`src/rtl/cascaded_counter_chain.sv`:
```
// Chain of STAGES modulo-MODULUS up/down counters under an IDLE/RUN/DONE run controller.
// Optional parallel load is built when PARALLEL_LOAD_EN is defined.
module cascaded_counter_chain #(
    parameter int STAGES  = 3,
    parameter int WIDTH   = 4,
    parameter int MODULUS = 10
) (
    input  logic                      CK,
    input  logic                      RST,
    input  logic                      START,
    input  logic                      STOP,
    input  logic                      FREE,
    input  logic                      UP,
    input  logic                      CLR,
`ifdef PARALLEL_LOAD_EN
    input  logic                      LOAD,
    input  logic [STAGES*WIDTH-1:0]   LOAD_VAL,
`endif
    output logic [STAGES*WIDTH-1:0]   COUNT,
    output logic [STAGES-1:0]         CARRY,
    output logic                      BUSY,
    output logic                      DONE,
    output logic [1:0]                state_dbg
);

    typedef enum logic [1:0] {
        ST_IDLE = 2'd0,
        ST_RUN  = 2'd1,
        ST_DONE = 2'd2
    } state_t;

    localparam logic [WIDTH-1:0] TERM_HI = WIDTH'(MODULUS - 1);
    localparam logic [WIDTH-1:0] ZERO    = '0;
    localparam logic [WIDTH-1:0] ONE     = WIDTH'(1);

    state_t                    state_q, state_d;
    logic [STAGES*WIDTH-1:0]   cnt_q, cnt_d;
    logic                      done_q, done_d;

    logic                      cnt_en;
    logic [STAGES-1:0]         carry;
    logic [STAGES*WIDTH-1:0]   cnt_step;
    logic                      load_req;
    logic [STAGES*WIDTH-1:0]   load_cnt;

`ifdef PARALLEL_LOAD_EN
    localparam logic [WIDTH:0] MOD_EXT = (WIDTH+1)'(MODULUS);

    // Out-of-range stage fields are forced to zero so every stage stays inside its modulus.
    always_comb begin
        load_req = LOAD;
        load_cnt = '0;
        for (int i = 0; i < STAGES; i++) begin
            if ({1'b0, LOAD_VAL[i*WIDTH +: WIDTH]} < MOD_EXT) begin
                load_cnt[i*WIDTH +: WIDTH] = LOAD_VAL[i*WIDTH +: WIDTH];
            end
        end
    end
`else
    assign load_req = 1'b0;
    assign load_cnt = '0;
`endif

    // Each stage advances only when every lower stage is enabled and sitting at its terminal.
    always_comb begin
        logic             chain_en;
        logic [WIDTH-1:0] cur;
        cnt_en   = (state_q == ST_RUN) && !CLR && !load_req && !STOP;
        chain_en = cnt_en;
        carry    = '0;
        cnt_step = cnt_q;
        for (int i = 0; i < STAGES; i++) begin
            cur = cnt_q[i*WIDTH +: WIDTH];
            if (chain_en) begin
                if (UP) begin
                    cnt_step[i*WIDTH +: WIDTH] = (cur == TERM_HI) ? ZERO : cur + ONE;
                end else begin
                    cnt_step[i*WIDTH +: WIDTH] = (cur == ZERO) ? TERM_HI : cur - ONE;
                end
            end
            carry[i] = chain_en && (cur == (UP ? TERM_HI : ZERO));
            chain_en = carry[i];
        end
    end

    always_comb begin
        state_d = (state_q == ST_DONE) ? ST_IDLE : state_q;
        cnt_d   = cnt_q;
        done_d  = 1'b0;
        if (CLR) begin
            state_d = ST_IDLE;
            cnt_d   = '0;
        end else if (load_req) begin
            cnt_d = load_cnt;
        end else if (STOP) begin
            state_d = ST_IDLE;
        end else begin
            case (state_q)
                ST_IDLE: begin
                    if (START) begin
                        state_d = ST_RUN;
                    end
                end
                ST_RUN: begin
                    cnt_d = cnt_step;
                    if (carry[STAGES-1]) begin
                        done_d = 1'b1;
                        if (!FREE) begin
                            state_d = ST_DONE;
                        end
                    end
                end
                default: state_d = ST_IDLE;
            endcase
        end
    end

    always_ff @(posedge CK or posedge RST) begin
        if (RST) begin
            state_q <= ST_IDLE;
            cnt_q   <= '0;
            done_q  <= 1'b0;
        end else begin
            state_q <= state_d;
            cnt_q   <= cnt_d;
            done_q  <= done_d;
        end
    end

    assign COUNT     = cnt_q;
    assign CARRY     = carry;
    assign BUSY      = (state_q == ST_RUN);
    assign DONE      = done_q;
    assign state_dbg = state_q;

endmodule
```
`config.mk`:
```
export PLATFORM = sky130hd
export DESIGN_NAME = cascaded_counter_chain
export DESIGN_NICKNAME = d
export VERILOG_FILES = /design/src/rtl/cascaded_counter_chain.sv
export SDC_FILE = /design/constraint.sdc
export NUM_CORES = 1
export LEC_CHECK = 0
export CELL_PAD_IN_SITES_DETAIL_PLACEMENT = 1
export CELL_PAD_IN_SITES_GLOBAL_PLACEMENT = 1
export CORE_ASPECT_RATIO = 0.7
export CORE_MARGIN = 4
export CORE_UTILIZATION = 35
export CTS_CLUSTER_SIZE = 14
export DETAILED_ROUTE_END_ITERATION = 16
export PLACE_DENSITY_LB_ADDON = 0.08
export SETUP_SLACK_MARGIN = 0.15
export SYNTH_ARGS = -nofsm -noshare
export SYNTH_HDL_FRONTEND = slang
export SYNTH_SLANG_ARGS = --single-unit
export TNS_END_PERCENT = 30
```
`constraint.sdc`:
```
create_clock -name CK -period 5.7 [get_ports CK]
set_input_delay 1.14 -clock CK [delete_from_list [all_inputs] [get_ports CK]]
set_output_delay 1.14 -clock CK [all_outputs]
set_load 0.02 [all_outputs]
```
==> flow_metrics.env <==
export IMPL_route_vias_total=1192
export IMPL_dp_worst_setup_slack_ns=1.14
export IMPL_number_of_distinct_standard_cells_referenced_by_the_synthesized_netlist=50
export IMPL_die_area_sq_mm=0.00478
export IMPL_setup_reg_to_reg_worst_slack_ns=3.74
export IMPL_regArea_sq_um=375
export IMPL_post_cts_hold_buffer_count=0
export IMPL_grt_start_max_net_pins=25
export IMPL_fp_coreArea_sq_mm=0.00356
export IMPL_layout_cells_most_common_list="clkdlybuf4s50_1 (25), dfrtp_1 (15), nor2_1 (11), inv_1 (10), nand2_1 (9)"
export IMPL_cts_tree="built"
export IMPL_setup_worst_path_class="in2out"
export IMPL_detail_route_drc_violations=0
export IMPL_timing_critical_path_buf_inv=3
export IMPL_slew_headroom_pct=60.9
export IMPL_overall_die_width_um=81.0
export IMPL_std_cell_rows=18
export IMPL_antenna_diode_count=0
export IMPL_power_ir_vdd_worst_mv=0.0649
export IMPL_cp_end_kind="output port"
export IMPL_num_nets_final=188
export IMPL_drt_wl_total_um=3580
export IMPL_critical_path_max_stage_delay_ns=0.64
export IMPL_ioPinCount=26
export IMPL_cp_max_delay_cell="clkdlybuf4s50_1"
export IMPL_power_leakage_nw=0.654
export IMPL_wire_per_inst_um=16.1
export IMPL_layoutNonFillerInstCount=222
export IMPL_timing_final_crit_share_pct=79.5
export IMPL_area_growth_syn_to_layout_pct=24.5
export IMPL_dp_final_hpwl_um=2730
export IMPL_post_cts_buffers=0
export IMPL_clock_net_sink_count=15
export IMPL_multi_input_comb_area_sq_um=838
export IMPL_clkTransAtPathRegs_ns=0.06
export IMPL_postSynth_topFlopCell="dfrtp_1"
export IMPL_antenna_found_initial=0
export IMPL_filler_cell_count=451
export IMPL_worst_hold_path_type="reg2reg"
export IMPL_finalMaxSlewViolations=0
export IMPL_report_final_hold_viol_count=0
export IMPL_initial_cell_density_of_the_core_pct=36.6
export IMPL_h_tree_depth=1
export IMPL_pwr_density_cell_mw_per_mm2=146
export IMPL_status="finished, final reports clean"
export IMPL_die_height_um=59.1
export IMPL_share_of_synthesized_area_occupied_by_flip_flops_and_latches_pct=28.8
export IMPL_critPathMaxFanout=8
export IMPL_drive_gt1_share_pct=11.0
export IMPL_rsz_0062_raised_after_global_routing="no"
export IMPL_synthesis_area_per_instance_sq_um=8.75
export IMPL_total_track_usage_pct=16.4
export IMPL_synthesized_flop_and_latch_total=15
export IMPL_cells_after_synth=149
export IMPL_critPathLaunchType="input pin"
export IMPL_buffers_added_on_ports=25
export IMPL_fmaxAchievable_mhz=221
export IMPL_cts_made_buffers=3
export IMPL_setup_violations=0
export IMPL_synth_mux_area_share_pct=4.70
export IMPL_grt_pass1_vias=1237
export IMPL_vias_per_cell=5.37
export IMPL_ctsResizeCount=0
export IMPL_worst_endpoint_arrival_ns=3.39
export IMPL_clock_latency_ns=0.25
export IMPL_syn_nets=164
export IMPL_place_inst=218
export IMPL_tightestPinTransition_ns=0.586
export IMPL_timing_setup_tns_ns=0
export IMPL_drt_pass1_iterations=4
export IMPL_path_delay_family="buffers and inverters"
export IMPL_timing_final_crit_period_ns=4.53
export IMPL_yosysWarnings=0
export IMPL_detail_route_iter0_violations=43
export IMPL_synth_enable_flop_cells=0
export IMPL_globalplace_congestion=0.800
export IMPL_final_setup_skew_ns=0.00305
export IMPL_finalPower_mw=0.237
export IMPL_timing_max_cap_violations=0
export IMPL_synthArstFlopShare_pct=100
export IMPL_clockBufferDepth=2
export IMPL_layout_cells_most_common="clkdlybuf4s50_1"
export IMPL_grt_total_ovfl=0
export IMPL_cts_root_buffer_cell="clkbuf_8"
export IMPL_cp_common_cell="clkdlybuf4s50_1"
export IMPL_layout_core_utilization_pct=45.6
export IMPL_synthXorXnorAreaFrac_pct=1.25
export IMPL_worst_slack_ns=1.17
export IMPL_synth_top_family_by_area="simple AND/OR/NAND/NOR gates"
export IMPL_fraction_of_the_mapped_netlist_area_in_adder_cells_pct=7.68
export IMPL_yosys_area_share_simple_pct=27.2
export IMPL_critPathRequiredTime_ns=4.56
export IMPL_first_pass_grt_wire_length_um=6060
export IMPL_crit_path_cell_trace="clkdlybuf4s50_1 > inv_1 > ha_1 > nor3_2 > nand4_4 > nor2_4 > clkdlybuf4s50_1"
export IMPL_synth_area_sq_mm=0.00130
export IMPL_detail_route_antenna_nets=0
export IMPL_synth_compound_gate_area_share_pct=23.5
[state kept, by name, summed over array words and instances, names as in the netlist]
register / cells
COUNT: 12
state_dbg: 2
DONE: 1
[logic make-up after synthesis]
group / count (synthesis)
xor gates and xnor gates: 1
and+or+nand+nor: 58
muxes: 6
AOI/OAI and AO/OA: 43
adders and majority gates: 8
buffers and inverters: 18
DFF: 15
[area by class of cell]
class / count / share of cell area, %
clock buffers: 4 / 2.78
inverters: 11 / 2.70
multi-input cells: 116 / 51.7
flip-flops and latches: 15 / 23.1
well taps: 50 / 3.86
repair buffers: 26 / 15.9
[power by group]
part	internal [mW]	switching, mW
clock	0.0496	0.0391
sequential	0.108	0.00324
combinational	0.0163	0.0208
total	0.174	0.0630
[final timing paths]
path / cells past startpoint / startpoint / endpoint
min reg2reg: 2 / state_dbg[1] / state_dbg[0]
max reg2reg: 6 / COUNT[0] / state_dbg[0]
max in group asynchronous: 2 / RST / COUNT[1]
max: 7 / UP / CARRY[1]
min: 2 / state_dbg[1] / state_dbg[0]
min in group asynchronous: 2 / RST / COUNT[0]
[worst reg2reg max path: cells and delay by family, from the launching register on]
family | cells | cell delay [ns]
flip-flops | 1 | 0.52
adder cells (fa/ha/maj) | 1 | 0.29
buffers and inverters | 1 | 0.11
AND/OR/NAND/NOR | 4 | 0.91
[cell usage after synthesis (3+ instances only)]
cell      number  area share, %
buf_2          3            1.2
nand2_1        9            2.6
nand3_1        3            1.2
a21oi_1        6            2.3
ha_1           8            7.7
nor3b_1        3            1.7
nand3b_1       4            2.3
inv_1         10            2.9
a211oi_1       4            2.3
nor2b_1        5            2.4
a31oi_1        7            3.4
nor3_1         5            1.9
o21ai_0        6            2.3
nor2_1        11            3.2
mux2i_1        5            3.8
dfrtp_1       15             29
a21o_1         3            1.7
[metal layers]
layer | GRT usage (%) | vias up | part of all wire (%)
met5 | 0 | - | 0
met4 | 3.13 | 0 | 0.81
met3 | 3.80 | 3 | 3.4
met2 | 24.9 | 19 | 42
met1 | 23.7 | 582 | 53
li1 | - | 588 | -
[through the flow]
stage                     hold WS, ns  instance area, sq um
after global placement          0.583                  1580
after detailed placement        0.583                  1580
after floorplan                 0.658                  1300
after global routing            0.624                  1620
after CTS                       0.598                  1620
final                           0.588                  1620
No activity file was read; power rests on OpenSTA's default activity.
